**config.mk**
```make
export PLATFORM = sky130hd
export DESIGN_NAME = mgmt_drp_bridge
export DESIGN_NICKNAME = d
export VERILOG_FILES = /design/src/rtl/mgmt_drp_bridge_pkg.sv /design/src/rtl/mgmt_drp_bridge_lane_ctl.sv /design/src/rtl/mgmt_drp_bridge.sv
export SDC_FILE = /design/constraint.sdc
export NUM_CORES = 1
export LEC_CHECK = 0
export ABC_AREA = 1
export BUFFER_PORTS_ARGS = -buffer_cell sky130_fd_sc_hd__buf_2
export CAP_MARGIN = 20
export CORE_ASPECT_RATIO = 0.8
export CORE_UTILIZATION = 54
export CTS_BUF_LIST = sky130_fd_sc_hd__clkbuf_8
export DETAILED_ROUTE_END_ITERATION = 16
export HOLD_SLACK_MARGIN = 0.1
export PLACE_DENSITY = 0.89
export REMOVE_ABC_BUFFERS = 1
export SLEW_MARGIN = 15
export SYNTH_ARGS = -nofsm -noshare
export SYNTH_HDL_FRONTEND = slang
export SYNTH_SLANG_ARGS = --single-unit
```
**constraint.sdc**
```tcl
create_clock -name clk -period 2 [get_ports clk]
set_input_delay 0.2 -clock clk [delete_from_list [all_inputs] [get_ports clk]]
set_output_delay 0.2 -clock clk [all_outputs]
set_load 0.02 [all_outputs]
```
**src/rtl/mgmt_drp_bridge_pkg.sv**
```systemverilog
`default_nettype none
// ============================================================================
// Module      : DRPBridgePkg (package)
// Description : Shared types and register offsets for the management-domain
//               DRP bridge. Holds the per-lane FSM state type, the register
//               offsets within a lane window and the offset qualifiers used
//               by the address decoder.
// Revision    : 1.0 - initial parametrised release
// ============================================================================
package DRPBridgePkg;

    typedef enum logic [0:0] {
        DRP_IDLE = 1'b0,
        DRP_BUSY = 1'b1
    } drp_lane_state_t;

    // Register offsets within a lane window (address bits [3:0])
    localparam logic [3:0] DRP_REG_WD   = 4'h4;
    localparam logic [3:0] DRP_REG_WD_1 = 4'h5;
    localparam logic [3:0] DRP_REG_AD   = 4'h6;
    localparam logic [3:0] DRP_REG_AD_1 = 4'h7;
    localparam logic [3:0] DRP_REG_RD   = 4'h8;
    localparam logic [3:0] DRP_REG_RD_1 = 4'h9;
    localparam logic [3:0] DRP_REG_STAT = 4'hA;
    localparam logic [3:0] DRP_REG_CTRL = 4'hB;

    // Readable offsets: WD, AD, RD, STAT (CTRL is write-only)
    function automatic logic drp_off_readable(input logic [3:0] off);
        return (off >= DRP_REG_WD) && (off <= DRP_REG_STAT);
    endfunction

    // Writable offsets: WD, AD and CTRL (RD and STAT are read-only)
    function automatic logic drp_off_writable(input logic [3:0] off);
        return ((off >= DRP_REG_WD) && (off <= DRP_REG_AD_1)) || (off == DRP_REG_CTRL);
    endfunction

endpackage
`default_nettype wire

```
**src/rtl/mgmt_drp_bridge_lane_ctl.sv**
```systemverilog
`default_nettype none
// ============================================================================
// Module      : drp_lane_ctl
// Description : One DRP lane: WD/AD staging registers, IDLE/BUSY controller,
//               timeout counter, RD result register and sticky flags.
//               Ports:
//                 clk, rst          - management clock, sync active-high reset
//                 i_wr_*            - decoded per-register write strobes
//                 i_wr_data         - write byte
//                 i_drp_rdata/done  - DRP read data and completion pulse
//                 i_rx_rstdone      - rx reset done status bit
//                 o_drp_*           - registered DRP request outputs
//                 o_wd/o_ad/o_rd    - register contents for the read mux
//                 o_stat            - {4'b0, overrun, timeout, rstdone, busy}
// Revision    : 1.0 - initial parametrised release
// ============================================================================
module drp_lane_ctl
    import DRPBridgePkg::*;
#(
    parameter int TIMEOUT = 1023
) (
    input  logic        clk,
    input  logic        rst,
    input  logic        i_wr_wd_lo,
    input  logic        i_wr_wd_hi,
    input  logic        i_wr_ad_lo,
    input  logic        i_wr_ad_hi,
    input  logic        i_wr_ctrl,
    input  logic [7:0]  i_wr_data,
    input  logic [15:0] i_drp_rdata,
    input  logic        i_drp_done,
    input  logic        i_rx_rstdone,
    output logic        o_drp_en,
    output logic        o_drp_we,
    output logic [8:0]  o_drp_addr,
    output logic [15:0] o_drp_wdata,
    output logic [15:0] o_wd,
    output logic [15:0] o_ad,
    output logic [15:0] o_rd,
    output logic [7:0]  o_stat
);

    // Last in-flight count value; the op aborts on the edge that would reach TIMEOUT
    localparam logic [15:0] c_TMO_LAST = 16'(TIMEOUT - 1);

    drp_lane_state_t r_state;
    logic [15:0]     r_wd;
    logic [7:0]      r_ad_lo;
    logic            r_ad_we;
    logic            r_ad_a8;
    logic [15:0]     r_rd;
    logic [15:0]     r_cnt;
    logic            r_ovr;
    logic            r_tmo;
    logic            r_drp_en;
    logic            r_drp_we;
    logic [8:0]      r_drp_addr;
    logic [15:0]     r_drp_wdata;

    always_ff @(posedge clk) begin
        if (rst) begin
            r_state     <= DRP_IDLE;
            r_wd        <= 16'h0000;
            r_ad_lo     <= 8'h00;
            r_ad_we     <= 1'b0;
            r_ad_a8     <= 1'b0;
            r_rd        <= 16'h0000;
            r_cnt       <= 16'h0000;
            r_ovr       <= 1'b0;
            r_tmo       <= 1'b0;
            r_drp_en    <= 1'b0;
            r_drp_we    <= 1'b0;
            r_drp_addr  <= 9'h000;
            r_drp_wdata <= 16'h0000;
        end else begin
            r_drp_en <= 1'b0;

            // WD/AD lo staging is always writable, even while an op is in flight;
            // the DRP outputs only reload at launch so they remain stable.
            if (i_wr_wd_lo) r_wd[7:0]  <= i_wr_data;
            if (i_wr_wd_hi) r_wd[15:8] <= i_wr_data;
            if (i_wr_ad_lo) r_ad_lo    <= i_wr_data;

            // Clear first so that any flag-set below in the same cycle wins
            if (i_wr_ctrl && i_wr_data[0]) begin
                r_ovr <= 1'b0;
                r_tmo <= 1'b0;
            end

            case (r_state)
                DRP_IDLE: begin
                    if (i_wr_ad_hi) begin
                        r_ad_we     <= i_wr_data[7];
                        r_ad_a8     <= i_wr_data[0];
                        r_drp_en    <= 1'b1;
                        r_drp_we    <= i_wr_data[7];
                        r_drp_addr  <= {i_wr_data[0], r_ad_lo};
                        r_drp_wdata <= r_wd;
                        r_cnt       <= 16'h0000;
                        r_state     <= DRP_BUSY;
                    end
                end
                DRP_BUSY: begin
                    if (i_wr_ad_hi) r_ovr <= 1'b1;
                    // Completion takes priority over a coincident timeout
                    if (i_drp_done) begin
                        if (!r_drp_we) r_rd <= i_drp_rdata;
                        r_state <= DRP_IDLE;
                    end else if (r_cnt == c_TMO_LAST) begin
                        r_rd    <= 16'hFFFF;
                        r_tmo   <= 1'b1;
                        r_state <= DRP_IDLE;
                    end else begin
                        r_cnt <= r_cnt + 16'h0001;
                    end
                end
                default: r_state <= DRP_IDLE;
            endcase
        end
    end

    assign o_drp_en    = r_drp_en;
    assign o_drp_we    = r_drp_we;
    assign o_drp_addr  = r_drp_addr;
    assign o_drp_wdata = r_drp_wdata;
    assign o_wd        = r_wd;
    assign o_ad        = {r_ad_we, 6'b000000, r_ad_a8, r_ad_lo};
    assign o_rd        = r_rd;
    assign o_stat      = {4'b0000, r_ovr, r_tmo, i_rx_rstdone, (r_state == DRP_BUSY)};

endmodule
`default_nettype wire

```
**src/rtl/mgmt_drp_bridge.sv**
```systemverilog
`default_nettype none
// ============================================================================
// Module      : mgmt_drp_bridge
// Description : Maps NUM_LANES SERDES DRP ports into the 16-bit address /
//               8-bit data management register space. Decodes lane windows,
//               fans write strobes out to per-lane controllers and returns
//               read data through a registered mux (1-cycle latency).
//               Ports:
//                 clk, rst                 - clock, sync active-high reset
//                 rd_en/rd_addr            - read request
//                 rd_valid/rd_data         - registered read response
//                 wr_en/wr_addr/wr_data    - register write
//                 drp_en/we/addr/wdata     - per-lane DRP requests (packed)
//                 drp_rdata/drp_done       - per-lane DRP responses (packed)
//                 rx_rstdone               - per-lane status input
// Revision    : 1.0 - initial parametrised release
// ============================================================================
module mgmt_drp_bridge
    import DRPBridgePkg::*;
#(
    parameter int          NUM_LANES   = 4,
    parameter logic [15:0] BASE_ADDR   = 16'h0080,
    parameter logic [15:0] LANE_STRIDE = 16'h0020,
    parameter int          TIMEOUT     = 1023
) (
    input  logic                    clk,
    input  logic                    rst,
    input  logic                    rd_en,
    input  logic [15:0]             rd_addr,
    output logic                    rd_valid,
    output logic [7:0]              rd_data,
    input  logic                    wr_en,
    input  logic [15:0]             wr_addr,
    input  logic [7:0]              wr_data,
    output logic [NUM_LANES-1:0]    drp_en,
    output logic [NUM_LANES-1:0]    drp_we,
    output logic [9*NUM_LANES-1:0]  drp_addr,
    output logic [16*NUM_LANES-1:0] drp_wdata,
    input  logic [16*NUM_LANES-1:0] drp_rdata,
    input  logic [NUM_LANES-1:0]    drp_done,
    input  logic [NUM_LANES-1:0]    rx_rstdone
);

    localparam int          c_STRIDE_SH = $clog2(LANE_STRIDE);
    localparam logic [15:0] c_NUM_LANES = 16'(NUM_LANES);

    // ---------------- address decode ----------------
    logic [15:0] w_rd_lane;
    logic [15:0] w_wr_lane;
    logic [3:0]  w_rd_off;
    logic [3:0]  w_wr_off;
    logic        w_rd_hit;
    logic        w_wr_hit;

    assign w_rd_lane = (rd_addr - BASE_ADDR) >> c_STRIDE_SH;
    assign w_wr_lane = (wr_addr - BASE_ADDR) >> c_STRIDE_SH;
    assign w_rd_off  = rd_addr[3:0];
    assign w_wr_off  = wr_addr[3:0];
    // The >= BASE_ADDR test rejects addresses whose subtraction wrapped
    assign w_rd_hit  = (rd_addr >= BASE_ADDR) && (w_rd_lane < c_NUM_LANES) && drp_off_readable(w_rd_off);
    assign w_wr_hit  = wr_en && (wr_addr >= BASE_ADDR) && (w_wr_lane < c_NUM_LANES)
                       && drp_off_writable(w_wr_off);

    // ---------------- lane instances ----------------
    logic [15:0] w_wd   [NUM_LANES];
    logic [15:0] w_ad   [NUM_LANES];
    logic [15:0] w_rd   [NUM_LANES];
    logic [7:0]  w_stat [NUM_LANES];

    for (genvar i = 0; i < NUM_LANES; i++) begin : g_lane
        logic w_sel;
        assign w_sel = w_wr_hit && (w_wr_lane == 16'(i));

        drp_lane_ctl #(
            .TIMEOUT (TIMEOUT)
        ) u_lane (
            .clk          (clk),
            .rst          (rst),
            .i_wr_wd_lo   (w_sel && (w_wr_off == DRP_REG_WD)),
            .i_wr_wd_hi   (w_sel && (w_wr_off == DRP_REG_WD_1)),
            .i_wr_ad_lo   (w_sel && (w_wr_off == DRP_REG_AD)),
            .i_wr_ad_hi   (w_sel && (w_wr_off == DRP_REG_AD_1)),
            .i_wr_ctrl    (w_sel && (w_wr_off == DRP_REG_CTRL)),
            .i_wr_data    (wr_data),
            .i_drp_rdata  (drp_rdata[16*i +: 16]),
            .i_drp_done   (drp_done[i]),
            .i_rx_rstdone (rx_rstdone[i]),
            .o_drp_en     (drp_en[i]),
            .o_drp_we     (drp_we[i]),
            .o_drp_addr   (drp_addr[9*i +: 9]),
            .o_drp_wdata  (drp_wdata[16*i +: 16]),
            .o_wd         (w_wd[i]),
            .o_ad         (w_ad[i]),
            .o_rd         (w_rd[i]),
            .o_stat       (w_stat[i])
        );
    end

    // ---------------- read mux ----------------
    logic [7:0] w_rd_byte;

    always_comb begin
        w_rd_byte = 8'h00;
        if (w_rd_hit) begin
            for (int i = 0; i < NUM_LANES; i++) begin
                if (w_rd_lane == 16'(i)) begin
                    case (w_rd_off)
                        DRP_REG_WD:   w_rd_byte = w_wd[i][7:0];
                        DRP_REG_WD_1: w_rd_byte = w_wd[i][15:8];
                        DRP_REG_AD:   w_rd_byte = w_ad[i][7:0];
                        DRP_REG_AD_1: w_rd_byte = w_ad[i][15:8];
                        DRP_REG_RD:   w_rd_byte = w_rd[i][7:0];
                        DRP_REG_RD_1: w_rd_byte = w_rd[i][15:8];
                        DRP_REG_STAT: w_rd_byte = w_stat[i];
                        default:      w_rd_byte = 8'h00;
                    endcase
                end
            end
        end
    end

    logic       r_rd_valid;
    logic [7:0] r_rd_data;

    always_ff @(posedge clk) begin
        if (rst) begin
            r_rd_valid <= 1'b0;
            r_rd_data  <= 8'h00;
        end else begin
            r_rd_valid <= rd_en;
            if (rd_en) r_rd_data <= w_rd_byte;
        end
    end

    assign rd_valid = r_rd_valid;
    assign rd_data  = r_rd_data;

endmodule
`default_nettype wire

```
======== After elaboration in Yosys (flattened, before gate mapping) ========
Index checks and enable logic that the tools add are counted.
word-level totals
  flip-flop bits (word level) ............. 357
  bits in latches ......................... 0
  bits in writable memories ............... 0
  bits in read-only memories .............. 0
  input bits .............................. 116
  output and inout port bits .............. 117
  word-level logic and storage cells ...... 249
  memories ................................ 0
cells by class
  $add $sub $neg .......................... 6
  $mul .................................... 0
  divide/modulo/power cells ............... 0
  magnitude comparators ................... 8
  eq/ne operators ......................... 38
  shift operators ......................... 0
  multiplexer cells ....................... 81
  bitwise logic cells ..................... 4
  reductions and logical operators ........ 58
operators by type and width
  operator                                                                  number
  16-bit 2-to-1 mux                                                         24
  8-bit one-hot mux with 7 select lines                                     4
  16-bit one-hot mux with 2 select lines                                    4
  16-bit by 1-bit adder with 16-bit output (second input constant)          4
  16-bit by 10-bit equality test with 1-bit output (second input constant)  4
  11-bit by 2-bit equality test with 1-bit output (second input constant)   4
  1-bit 2-to-1 mux                                                          40
  8-bit 2-to-1 mux                                                          5
  1-bit logical AND                                                         35
  4-bit by 3-bit equality test with 1-bit output (second input constant)    8
  16-bit by 8-bit >= comparator with 1-bit output (second input constant)   2
  16-bit logical NOT                                                        2
  16-bit by 8-bit subtractor with 16-bit output (second input constant)     2
  2-bit != test (second input constant)                                     12
  3-bit AND reduction                                                       8
  11-bit by 1-bit equality test with 1-bit output (second input constant)   2
  11-bit by 3-bit < comparator with 1-bit output (second input constant)    2
  4-bit equality test (second input constant)                               4
  4-bit by 3-bit >= comparator with 1-bit output (second input constant)    2
  2-bit by 1-bit != test with 1-bit output (second input constant)          4
  1-bit one-hot mux with 2 select lines                                     4
  2-bit AND reduction                                                       4
  2-bit nonzero test                                                        4
  2-bit OR reduction                                                        4
  4 further kinds                                                           7

======== Longest topological paths before layout ========
  depth after elaboration ................. 11
  mapped depth ............................ 16
  gate-level depth less buffers ........... 15

======== Modules after synthesis ========
Synthesis repeated with hierarchy kept, for this count alone.
second synthesis, totals
  cells, all modules ...................... 2776
  area total of the unflattened synthesis .. 18107.4 um2
modules (own cells, without submodules)
  module                               instances  cells each  area each (um2)  seq. area each (um2)
  drp_lane_ctl (g_lane[0].u_lane ...)  3          524         3716.1           1721.7
  drp_lane_ctl (g_lane[2].u_lane)      1          522         3774.9           1721.7
  mgmt_drp_bridge                      1          682         3184.3           180.2

======== Worst setup path after synthesis ========
Ideal clock, no wire load.
  path type ............................... in2reg
  start ................................... input port wr_addr[7]
  end ..................................... register g_lane[2].u_lane.r_cnt[4]
  library setup time ...................... 0.132 ns
  data arrival time ....................... 1.743 ns
  data required time ...................... 1.868 ns
  path slack .............................. 0.125 ns
  stages .................................. 14
  path buffers ............................ 1
  cells stage by stage .................... inv_1 ha_1 inv_1 nor3_1 nand4_1 nor2_2 nand2_2 inv_2 nand2_4 nor2_4 nand2_4 clkbuf_1 nand3_1 a21oi_1
between the ends
  word-level cells in the longest chain between the ends .. 8
  elaborated cells between the ends (all ways) .. 11
  those cells by class .................... add/sub: 1; order compare: 2; eq/ne: 2; reduce/logical: 6
RTL lines
  item                                                                                                                     RTL line                                      text
  start: declaration                                                                                                       mgmt_drp_bridge.sv:33                         input logic [15:0] wr_addr,
  16-bit by 8-bit subtractor with 16-bit output / 16-bit by 8-bit >= comparator with 1-bit output (equally long branches)  mgmt_drp_bridge.sv:56, mgmt_drp_bridge.sv:61
  11-bit by 3-bit < comparator with 1-bit output / 1-bit logical AND (equally long branches)                               mgmt_drp_bridge.sv:61                         assign w_wr_hit = wr_en && (wr_addr >= BASE_ADDR) && (w_wr_lane < c_NUM_LANES)
  1-bit logical AND                                                                                                        mgmt_drp_bridge.sv:61
  1-bit logical AND                                                                                                        mgmt_drp_bridge.sv:62                         && drp_off_writable(w_wr_off);
  1-bit logical AND (*)                                                                                                    mgmt_drp_bridge.sv:72                         assign w_sel = w_wr_hit && (w_wr_lane == 16'(i));
  1-bit logical AND (*)                                                                                                    mgmt_drp_bridge.sv:82                         .i_wr_ad_hi (w_sel && (w_wr_off == DRP_REG_AD_1)),
  2-bit by 1-bit != test with 1-bit output (no line) (*)                                                                   n/a
  3-bit AND reduction (no line) (*)                                                                                        n/a
  end signal: assignment                                                                                                   mgmt_drp_bridge_lane_ctl.sv:114               r_cnt <= r_cnt + 16'h0001;
  end: declaration                                                                                                         mgmt_drp_bridge_lane_ctl.sv:52                logic [15:0] r_cnt;
Every way passes the cells marked *; elsewhere a longest branch is shown, timed or not.
A chain may end at the register's enable or synchronous reset.

======== Final worst setup path ========
  start ................................... register g_lane[0].u_lane.r_cnt[12]
  end ..................................... register g_lane[0].u_lane.r_rd[11]
between the ends
  word-level cells in the longest chain between the ends .. 3
RTL lines
  item                                              RTL line                         text
  start: declaration                                mgmt_drp_bridge_lane_ctl.sv:52
  start signal: assignment                          mgmt_drp_bridge_lane_ctl.sv:114
  16-bit by 10-bit equality test with 1-bit output  mgmt_drp_bridge_lane_ctl.sv:109  end else if (r_cnt == c_TMO_LAST) begin
  2-bit nonzero test (no line)                      n/a
  3-bit AND reduction (no line)                     n/a
  end signal: assignment                            mgmt_drp_bridge_lane_ctl.sv:107  if (!r_drp_we) r_rd <= i_drp_rdata;
  end: declaration                                  mgmt_drp_bridge_lane_ctl.sv:51   logic [15:0] r_rd;
Every way passes these cells.

==> results.ini <==
[critical_path]
path_cells=nor4_2 -> nand4_1 -> nand2_1 -> nand2_2 -> a21oi_4 -> buf_12 -> o21ai_0 -> a21oi_1
required_ns=2.52
critPathSlowestCell=dfxtp_1
cp-end-kind=register
path_buf_inv=1
critical-path-top-delay-family=simple AND/OR/NAND/NOR gates
crit_fanout=26
cp-start-kind=register
crit_arrival_ns=2.45
cp_slowest_stage_delay_ns=0.38
setup.worst_path.class=register to register

[layout]
nets=2671
nFillCells=2163
layout_common_cells=nand2_1, dfxtp_1, inv_1
syn_to_final_growth_pct=26.4
drive_above_1_share=0.197
utilization=0.703
mostFrequentLayoutCell=nand2_1

[outcome]
outcome=finished, final reports clean

[sta]
relSlewSlack=0.590
finalMaxSlewViolations=0
whs_ns=0.117
max_freq_mhz=518
fin_skew_ns=0.0300
setup_viol=0
hold_violations=0
post-route-min-period_ns=1.93
min_period_over_period=0.965
tightest_slew_ns=0.615

[detailed_routing]
drt_wl_total_mm=54.2
vias=17200
viasPerCell=5.84
firstDrtPassIters=7
detail_route.iter0.violations=2173
wl_per_cell_um=18.3
drc=0
detail-route-antenna-nets=0

[floorplanning]
io-pin-count=233
start_util=0.556
coreArea_um2=28600
fp-row-count=55
die_h_um=155
die_x_um=194
die_area_um2=30100

[clocking]
cts_tree=yes
numCtsBuffers=52
clk_path_buf_depth=3
clock_latency_ns=0.62
htreeDepth=2
path_clk_slew_ns=0.07
clock_sinks=353
clock-root-buffer=clkbuf_8

[power]
power.density_nw_per_um2=690
p_leak_nw=8.51
peakVddDrop_mv=0.417

[yosys]
syn_inst=2173
yosysWarnings=0
ys_seq_area_frac=0.445
avgSynthCellArea_um2=7.31
netlist_area_um2=15900
synth_seq_cells=353
ys_types=44

[job]
maxCapViolations=0

[placement]
routabilityCongestion=0.934
io_buffers=230
hpwl_mm=36.6

[grt]
gr-total-overflow=0
grt_pass1_vias=16100
antenna_found_initial=6
grt_pass1_wl_mm=84.1
grt_max_degree=119
grt_usage=0.352

[worst_hold_path]
hp-class=input port to register

-- worst min-delay path, stage by stage --
cell     delay, ns
buf_2         0.10
o21ai_2       0.06
nand2_1       0.06
nor2_1        0.04
nand2_1       0.04
nor4_1        0.04
nand3_1       0.07
a21oi_1       0.06
-- where the power goes --
part | internal, mW | total [mW] | leakage (nW) | switching [mW]
sequential | 7.03 | 7.03 | 2.84 | 0.000325
combinational | 0.304 | 0.745 | 5.06 | 0.441
clock | 3.19 | 6.07 | 0.610 | 2.89
total | 10.5 | 13.9 | 8.51 | 3.33
-- stage by stage --
| step | TNS [ns] | total power, mW | cell area (um^2) | cells | setup WS (ns) |
|---|---|---|---|---|---|
| global placement | -19.96 | 7.76 | 18100 | 2777 | -0.154 |
| CTS | 0 | 13.8 | 20000 | 2948 | 0.0390 |
| floorplan | -442.43 | 7.38 | 15300 | 2054 | -2.70 |
| global route | -0.341 | 14.2 | 20100 | 2953 | -0.0473 |
| finish | 0 | 13.9 | 20100 | 2953 | 0.0707 |
| detailed placement | -32.50 | 7.77 | 18100 | 2777 | -0.243 |
-- cell families (layout without fill, tap and decap cells) --
kind of cell | after synthesis | in the layout | share of synthesized area
compound gates | 469 | 469 | 0.171
xor+xnor | 43 | 43 | 0.0237
fa+ha+maj | 12 | 12 | 0.00946
buf+inv | 365 | 773 | 0.0943
flops | 353 | 353 | 0.445
other cells | 0 | 2 | 0
simple gates | 931 | 931 | 0.257
-- cells in the mapped netlist, drive strengths merged --
master	number	area [um^2]
a211oi	49	368
a21oi	148	741
a22o	12	105
a31o	1	8.76
a31oi	10	62.6
and2	1	6.26
and3	1	6.26
buf	61	355
clkbuf	58	218
clkinv	8	30.0
dfxtp	353	7070
ha	12	150
inv	238	893
nand2	396	1530
nand3	226	1150
nand3b	3	22.5
nand4	17	106
nor2	237	957
nor3	33	175
nor3b	2	15.0
nor4	10	68.8
o211ai	2	15.0
o21a	2	15.0
o21ai	191	956
o21bai	1	7.51
o221ai	39	342
o22ai	14	87.6
or2	5	33.8
xnor2	7	61.3
xor2	36	315
-- state kept, by name, indices dropped and copies added (netlist names) --
signal and cells:
g_lane.u_lane.o_drp_wdata 64, g_lane.u_lane.r_ad_we 4, g_lane.u_lane.o_drp_addr 36, g_lane.u_lane.o_drp_en 4
g_lane.u_lane.r_tmo 4, g_lane.u_lane.o_rd 64, rd_valid 1, rd_data 8
g_lane.u_lane.o_wd 64, g_lane.u_lane.r_ad_lo 32, g_lane.u_lane.r_state 4, g_lane.u_lane.r_cnt 64
g_lane.u_lane.r_ovr 4
-- repair_timing --
item                                   in CTS  in global routing
resized for setup                           2                 25
endpoints found under the hold margin     134                  0
setup buffers                               0                  3
setup endpoints to repair                   2                 51
hold buffers                               79                  0
pin swaps                                   0                  2
-- worst paths after layout --
kind	endpoint	depth (start not counted)	startpoint	slack (ns)
worst max-delay path	g_lane[0].u_lane.o_rd[11]	8	g_lane[0].u_lane.r_cnt[12]	0.07
worst min-delay path	rd_data[6]	8	rd_addr[14]	0.12
worst max register to register	g_lane[0].u_lane.o_rd[11]	8	g_lane[0].u_lane.r_cnt[12]	0.07
worst min register to register	g_lane[1].u_lane.o_drp_addr[5]	2	g_lane[1].u_lane.o_drp_addr[5]	0.46
-- per-layer routing --
| metal | track usage | routed length, um | vias to the layer above |
|---|---|---|---|
| met1 | 0.460 | 21700 | 7995 |
| met4 | 0.172 | 2360 | 4 |
| met5 | 0 | 27 | - |
| li1 | - | - | 7962 |
| met2 | 0.547 | 24000 | 1056 |
| met3 | 0.0828 | 6060 | 217 |
-- layout make-up --
cell class                 instances  area [um^2]  share of cell area
antenna                            2         5.00            0.000249
clock buffer                      65          895              0.0446
clock inverter                    27          183             0.00910
inverter                         246          930              0.0463
multi-input combinational       1455         7390               0.368
sequential                       353         7070               0.352
tap                              370          463              0.0231
timing repair buffer             435         3140               0.156
Power figures use the tool's default switching activity.
